==> src/rtl/seq_divider.sv <==
// +-----------------------------------------------------------------------------+
// | seq_divider: iterative signed restoring divider, 2*DSIZE / DSIZE -> DSIZE   |
// | Revision 1.0                                                                |
// +-----------------------------------------------------------------------------+
`default_nettype none

module seq_divider #(
  parameter  int DSIZE = 17,
  localparam int NSIZE = 2 * DSIZE
) (
  input  logic             clk,
  input  logic             rst_n,
  input  logic             start,
  input  logic [NSIZE-1:0] dividend,
  input  logic [DSIZE-1:0] divisor,
  output logic             in_ready,
  output logic             busy,
  output logic             out_valid,
  output logic [DSIZE-1:0] q,
  output logic [DSIZE-1:0] r,
  output logic             ovf,
  output logic             dz
);

  localparam int CW = $clog2(DSIZE);
  localparam logic [DSIZE-1:0] c_maxp = {1'b0, {(DSIZE-1){1'b1}}};
  localparam logic [DSIZE-1:0] c_minn = {1'b1, {(DSIZE-1){1'b0}}};

  typedef enum logic [1:0] {
    S_IDLE = 2'd0,
    S_CALC = 2'd1,
    S_FIX  = 2'd2
  } state_t;

  state_t           r_state;
  logic [CW-1:0]    r_cnt;
  logic [DSIZE-1:0] r_absd;
  logic [DSIZE-1:0] r_rem;
  logic [DSIZE-1:0] r_lo;
  logic             r_neg;
  logic             r_nsign;
  logic             r_dz;
  logic             r_pre;

  logic [NSIZE-1:0] w_abs_n;
  logic [DSIZE-1:0] w_abs_d;
  logic [DSIZE:0]   w_shift;
  logic [DSIZE:0]   w_trial;
  logic             w_borrow;
  logic             w_ovf;

  // Magnitudes are unsigned, so the most negative operands need no extra bit.
  assign w_abs_n  = dividend[NSIZE-1] ? -dividend : dividend;
  assign w_abs_d  = divisor[DSIZE-1]  ? -divisor  : divisor;

  assign w_shift  = {r_rem, r_lo[DSIZE-1]};
  assign w_trial  = w_shift - {1'b0, r_absd};
  assign w_borrow = w_trial[DSIZE];

  // The magnitude range of a negative quotient reaches one step further.
  assign w_ovf    = r_pre | (~r_neg & (r_lo > c_maxp)) | (r_neg & (r_lo > c_minn));

  assign in_ready = ~busy;

  always_ff @(posedge clk or negedge rst_n) begin
    if (!rst_n) begin
      r_state   <= S_IDLE;
      r_cnt     <= '0;
      r_absd    <= '0;
      r_rem     <= '0;
      r_lo      <= '0;
      r_neg     <= 1'b0;
      r_nsign   <= 1'b0;
      r_dz      <= 1'b0;
      r_pre     <= 1'b0;
      busy      <= 1'b0;
      out_valid <= 1'b0;
      q         <= '0;
      r         <= '0;
      ovf       <= 1'b0;
      dz        <= 1'b0;
    end else begin
      out_valid <= 1'b0;
      case (r_state)
        S_IDLE: begin
          if (start) begin
            r_absd    <= w_abs_d;
            r_rem     <= w_abs_n[NSIZE-1:DSIZE];
            r_lo      <= w_abs_n[DSIZE-1:0];
            r_neg     <= dividend[NSIZE-1] ^ divisor[DSIZE-1];
            r_nsign   <= dividend[NSIZE-1];
            r_dz      <= (divisor == '0);
            r_pre     <= (w_abs_n[NSIZE-1:DSIZE] >= w_abs_d);
            r_cnt     <= CW'(DSIZE - 1);
            busy      <= 1'b1;
            r_state   <= S_CALC;
          end
        end
        S_CALC: begin
          // Quotient bits shift in from the right as dividend bits leave on the left.
          r_rem <= w_borrow ? w_shift[DSIZE-1:0] : w_trial[DSIZE-1:0];
          r_lo  <= {r_lo[DSIZE-2:0], ~w_borrow};
          if (r_cnt == '0) begin
            r_state <= S_FIX;
          end else begin
            r_cnt <= r_cnt - CW'(1);
          end
        end
        S_FIX: begin
          if (r_dz) begin
            q   <= r_nsign ? c_minn : c_maxp;
            r   <= '0;
            ovf <= 1'b0;
            dz  <= 1'b1;
          end else if (w_ovf) begin
            q   <= r_neg ? c_minn : c_maxp;
            r   <= '0;
            ovf <= 1'b1;
            dz  <= 1'b0;
          end else begin
            q   <= r_neg ? -r_lo : r_lo;
            r   <= r_nsign ? -r_rem : r_rem;
            ovf <= 1'b0;
            dz  <= 1'b0;
          end
          out_valid <= 1'b1;
          busy      <= 1'b0;
          r_state   <= S_IDLE;
        end
        default: r_state <= S_IDLE;
      endcase
    end
  end

endmodule

`default_nettype wire

==> config.mk <==
export PLATFORM = sky130hd
export DESIGN_NAME = seq_divider
export DESIGN_NICKNAME = d
export VERILOG_FILES = /design/src/rtl/seq_divider.sv
export SDC_FILE = /design/constraint.sdc
export NUM_CORES = 1
export LEC_CHECK = 0
export BUFFER_PORTS_ARGS = -buffer_cell sky130_fd_sc_hd__buf_2
export CAP_MARGIN = 20
export CORE_ASPECT_RATIO = 1.75
export CORE_UTILIZATION = 46
export CTS_CLUSTER_SIZE = 24
export DETAILED_ROUTE_END_ITERATION = 6
export PLACE_DENSITY = 0.66
export SETUP_SLACK_MARGIN = 0.1
export SLEW_MARGIN = 20
export SYNTH_ARGS = -nofsm -noshare
export SYNTH_HDL_FRONTEND = slang
export SYNTH_SLANG_ARGS = --single-unit
==> constraint.sdc <==
create_clock -name clk -period 3.8 [get_ports clk]
set_input_delay 0.38 -clock clk [delete_from_list [all_inputs] [get_ports clk]]
set_output_delay 0.38 -clock clk [all_outputs]
set_load 0.03 [all_outputs]
==> metrics.cfg, run 1 <==
[outcome]
status = finished clean

[logic_synthesis]
ys_ff_latch = 100
synth_edf_count = 0
syn_area_per_cell_um2 = 8.754
synth_ff_type = dfrtp_1
synth_top_area_cell = dfrtp_1
synthArstFlopShare_pct = 100.0
syn_nets = 902
synth_area_um2 = 7047
synthTopCellsByArea = dfrtp_1 (36%), ha_1 (7.5%), o21ai_0 (6.7%)
yosys_warnings = 0
syn_inst = 805
synth.distinct_cells = 60
synth_top_area_share_pct = 35.51
ys_seq_area_share_pct = 35.51

[drt]
wire_per_inst_um = 16.71
vias_per_cell = 5.717
drcViolationCount = 0
dr.first_iter.drc_count = 259
drt_pass1_iterations = 5
drt_wl_total_um = 17870
ant_nets = 0
vias = 6112

[power]
p_total_mw = 7.276
p_leak_nw = 3.624
ir_drop_mv = 0.2910
powerDensity_nw_per_um2 = 908.7

[worst_setup_path]
cpMostUsedCell = a21o_1
start_kind = input port
r2r_start = r_lo[8]
critical_path.reg2reg.endpoint = q[10]
arrival_ps = 3490
criticalPathCategory = input port to flip-flop
rr_worst_depth = 9
end_kind = flip-flop
cp_cell_sequence = buf_2 > nor4_1 > nand4_1 > or3_1 > o41ai_1 > xnor2_1 > ha_1 > a21o_1 > a21o_1 > a21oi_1 > nand3_1 > o221a_2
slowest_stage = nor4_1
path_max_fanout = 6
crit_path_max_incr_delay_ps = 540
reg2reg_setup_slack_ps = 760
required_ps = 4030

[die]
fp.dieW_um = 95.56
start_util_pct = 47.26
io_pins = 93
row_count = 59
core_area_um2 = 14910
die_h_um = 165.7
die_area_um2 = 15840

[sta]
setup_violations = 0
fin_setup_tns_ps = 0
max-slew-margin-rel_pct = 47.13
fmax_mhz = 306.5
setup_slack_ps = 537.4
clock_skew_ps = 8.202
period_share_pct = 85.86
drv_slew = 0
period_needed_ps = 3263
worst_pin_slew_ps = 793.0
rsz0062_at_grt = no
finalHoldViolCount = 0

[clock_tree]
clock_latency_ps = 340
clk_pin_slew_ps = 80
cts.sinks = 100
cts_setup_buffers = 0
cts_made_buffers = 9
cts_buffer_depth = 2
cts_hold_buf = 0
cts_resized = 0
htreeDepth = 3
cts_tree = yes
root_buffer = clkbuf_16

[global_route]
gr-usage-met3_pct = 2.427
gr-total-overflow = 0
grt_usage_pct = 23.65
grt-busiest-layer = met2
use_met1_pct = 29.34
antenna_found_initial = 0
grt_pass1_vias = 5963
grt_use_met2_pct = 41.93
grt_pass1_wl_um = 29590
grt_max_degree = 50

[layout]
insertedDiodeCount = 0
regArea_um2 = 2502
fillers = 1472
final_cell_mix = dfrtp_1 (100), nand2_1 (99), o21ai_0 (95)
final_common_cell = dfrtp_1
drive_gt1_share_pct = 15.58
multi_input_area_um2 = 4265
instances_no_fill = 1069
finish.utilization_pct = 53.69
final_net_count = 978
area_growth_syn_to_layout_pct = 13.62

[place]
io_buffers = 92
placedCellCount = 1053
dpl_worst_slack_ps = 200.5
hpwlAfterDp_um = 13940
gp_routability_congestion = 0.9336

[worst_hold_path]
worstHoldPathType = input port to asynchronous set/reset pin

[flow_run]
cap_viol_max_count = 0

## flip-flops by register name (all words and copies together), names as in the netlist
name	count
out_valid	1
r_dz	1
ovf	1
r_neg	1
r_nsign	1
r_cnt	5
r_lo	17
dz	1
r_pre	1
r_absd	17
r	17
r_rem	17
busy	1
r_state	2
q	17
## where the power goes
part	leakage [nW]	switching (mW)	internal, mW	total, mW
clock	0.142	0.435	0.476	0.911
combinational	2.22	2.43	1.80	4.23
sequential	1.26	0.569	1.57	2.14
## routing by layer
layer	wire length [um]	share of wire, %	up-vias
met3	462	2.6	23
met2	9538	53	123
met1	7500	42	2897
met4	366	2.0	0
met5	0	0	-
li1	-	-	3069
## synthesized netlist by cell type, types with 3 or more instances
library cell	n
mux2i_1	18
nand3b_1	3
buf_1	4
ha_1	42
o41ai_1	10
nand4_1	10
inv_1	33
or4_1	7
xor2_1	50
a22oi_1	16
a221o_1	12
xnor2_1	40
nand2_1	99
nor4_1	6
o21ai_0	95
a21oi_1	25
o21a_1	8
a211oi_1	4
nor3_1	15
a21o_1	3
or2_2	3
or3_1	21
nor2b_1	11
o31ai_1	20
buf_2	3
a21boi_0	4
o22ai_1	5
clkbuf_1	34
nand2b_1	8
nor2_1	45
dfrtp_1	100
nand3_1	7
and3_1	3
o221ai_1	6
## critical path, delay by kind of cell
kind,cells,cell delay (ps)
compound gates,5,1130
fa+ha+maj,1,200
xor+xnor,1,150
simple gates,4,1500
buf+inv,1,120
## metrics by stage
stage	area, um^2	hold slack, ps
global route	8006	81.94
detailed placement	7709	437.5
CTS	8006	61.34
global placement	7709	433.1
floorplan	7047	84.41
finish	8006	36.76
## kinds of logic after synthesis
kind of cell,count (synthesis),share of synthesized area (%)
xor gates and xnor gates,90,11.19
adders and majority gates,43,7.741
and+or+nand+nor,244,16.80
muxes,20,2.876
DFF,100,35.51
buffers and inverters,75,4.101
AOI/OAI and AO/OA,233,21.79
## final cells by class
class | count | area share [%]
repair buffers | 107 | 7.345
inverters | 33 | 1.547
clock buffers | 10 | 2.985
clock inverters | 6 | 0.7345
multi-input cells | 630 | 53.27
well taps | 183 | 2.860
flip-flops and latches | 100 | 31.25
## worst max path at each step
stage,start,end,slack [ps],cells past startpoint
2_1_floorplan,dividend[4],r_pre,610,12
3_3_place_gp,dividend[12],r_pre,240,12
3_5_place_dp,dividend[4],r_pre,200,12
4_1_cts,dividend[4],r_pre,560,12
5_1_grt,dividend[4],r_pre,340,15
6_report,dividend[12],r_pre,540,12
(Power assumes the default switching activity.)
==> run 2, diff against run 1 <==
- RECOVER_POWER: unset -> 50
==> run 2 against run 1 <==
Net effect: the run now ends with max-capacitance violations, max-slew violations left; highest routed layer unchanged; final area down 0.41%; largest power group unchanged; via count rose by 0.11%; sequential share of layout area up 0.13 points; sequential cell count unchanged; largest cell class unchanged; clock power about the same.
==> metrics.cfg, run 2 (synthesis gave the netlist of run 1 again) <==
[outcome]
status = complete, but fails checks  ; was finished clean
violations = max-capacitance violations, max-slew violations

[drt]
vias = 6119  ; was 6112
vias_per_cell = 5.724  ; was 5.717
dr.first_iter.drc_count = 242  ; was 259
drt_pass1_iterations = 4  ; was 5
drt_wl_total_um = 17890  ; was 17870 um
drcViolationCount = 0  ; unchanged
ant_nets = 0  ; unchanged
wire_per_inst_um = 16.74  ; was 16.71 um

[clock_tree]
cts_tree = yes  ; unchanged
root_buffer = clkbuf_16  ; unchanged
cts_made_buffers = 9  ; unchanged
cts.sinks = 100  ; unchanged
clock_latency_ps = 340  ; about the same
htreeDepth = 3  ; unchanged
cts_resized = 0  ; unchanged
cts_buffer_depth = 2  ; unchanged
clk_pin_slew_ps = 70  ; was 80 ps
cts_hold_buf = 0  ; unchanged
cts_setup_buffers = 0  ; unchanged

[place]
gp_routability_congestion = 0.9336  ; unchanged
placedCellCount = 1053  ; unchanged
hpwlAfterDp_um = 13940  ; unchanged
io_buffers = 92  ; unchanged

[sta]
max-slew-margin-rel_pct = -71.71  ; was 47.13%
finalHoldViolCount = 0  ; unchanged
period_share_pct = 85.76  ; was 85.86%
fin_setup_tns_ps = 0  ; unchanged
rsz0062_at_grt = no  ; unchanged
clock_skew_ps = 8.300  ; was 8.202 ps
fmax_mhz = 306.9  ; was 306.5 MHz
worst_pin_slew_ps = 2576  ; was 793.0 ps
setup_violations = 0  ; unchanged
drv_slew = 50  ; was 0
period_needed_ps = 3259  ; was 3263 ps

[layout]
final_common_cell = dfrtp_1  ; unchanged
final_cell_mix = dfrtp_1 (100), nand2_1 (99), o21ai_0 (95)  ; unchanged
final_net_count = 978  ; unchanged
area_growth_syn_to_layout_pct = 13.16  ; was 13.62%
drive_gt1_share_pct = 13.32  ; was 15.58%
instances_no_fill = 1069  ; unchanged
insertedDiodeCount = 0  ; unchanged

[global_route]
grt_pass1_wl_um = 29590  ; unchanged
grt_pass1_vias = 5963  ; unchanged
grt_usage_pct = 23.65  ; unchanged
gr-total-overflow = 0  ; unchanged
antenna_found_initial = 0  ; unchanged
grt_max_degree = 50  ; unchanged

[flow_run]
cap_viol_max_count = 1  ; was 0

[worst_hold_path]
worstHoldPathType = input port to flip-flop  ; was input port to asynchronous set/reset pin
min_from = divisor[0]

[die]
core_area_um2 = 14910  ; unchanged
die_area_um2 = 15840  ; unchanged
row_count = 59  ; unchanged
io_pins = 93  ; unchanged
die_h_um = 165.7  ; unchanged
fp.dieW_um = 95.56  ; unchanged
start_util_pct = 47.26  ; unchanged

[worst_setup_path]
start_kind = input port  ; unchanged
cp_cell_sequence = buf_2 > nor4_1 > nand4_1 > or3_1 > o41ai_1 > xnor2_1 > ha_1 > a21o_1 > a21o_1 > a21oi_1 > nand3_1 > o221a_2  ; unchanged
arrival_ps = 3490  ; about the same
cpMostUsedCell = a21o_1  ; unchanged
criticalPathCategory = input port to flip-flop  ; unchanged
crit_start = dividend[12]  ; unchanged
worst-path-buf-inv = 1  ; unchanged
required_ps = 4030  ; about the same
crit_path_max_incr_delay_ps = 540  ; about the same
end_kind = flip-flop  ; unchanged
slowest_stage = nor4_1  ; unchanged
r2r_start = r_lo[8]  ; unchanged
cp_top_family = simple AND/OR/NAND/NOR gates  ; unchanged
path_max_fanout = 6  ; unchanged

[power]
p_leak_nw = 3.541  ; was 3.624 nW
powerDensity_nw_per_um2 = 909.9  ; was 908.7 nW/um^2
ir_drop_mv = 0.2905  ; was 0.2910 mV

==> run 2: through the flow <==
| step | power, mW | cell area [um^2] | hold slack [ps] | worst slack (ps) | utilization (%) |
|---|---|---|---|---|---|
| 3_3_place_gp | 6.294 | 7709 | 433.1 | 241.8 | 51.69 |
| 2_1_floorplan | 5.304 | 7047 | 84.41 | 607.0 | - |
| 5_1_grt | 7.899 | 7974 | 339.3 | 339.2 | 53.47 |
| 4_1_cts | 7.304 | 8006 | 61.34 | 560.1 | 53.69 |
| 3_5_place_dp | 6.360 | 7709 | 437.5 | 200.5 | 51.69 |
| 6_report | 7.255 | 7974 | 341.0 | 541.3 | 53.47 |
==> run 2: per-layer routing <==
layer	routed length [um]	track usage, %
met3	508	2.427
met2	9493	41.93
met4	371	7.528
met1	7517	29.34
met5	0	0
==> run 2: power by group <==
| part | switching (mW) | internal, mW |
|---|---|---|
| combinational | 2.42 | 1.78 |
| sequential | 0.573 | 1.57 |
| clock | 0.436 | 0.476 |
==> run 2: final timing paths <==
path                                    to  slack, ps  cells past startpoint
worst max-delay path                 r_pre        540                     12
worst min-delay path             r_absd[0]        340                      3
worst max register to register       q[10]        760                      9
worst min register to register       r[13]        480                      2
max in group asynchronous         r_lo[15]       1160                      2
min in group asynchronous       r_absd[16]        830                      1
==> run 2: worst min-delay path, stage by stage <==
cell,delay (ps)
buf_2,120
inv_1,60
o21ai_0,80
==> run 2: final cells by class <==
cell class / count / area [um^2]
Inverter: 33 / 123.9
Clock inverter: 6 / 58.81
Sequential cell: 100 / 2502
Multi-Input combinational cell: 630 / 4265
Tap cell: 183 / 229.0
Timing Repair Buffer: 107 / 555.5
Clock buffer: 10 / 239.0
Fill cell: 1476 / 6938
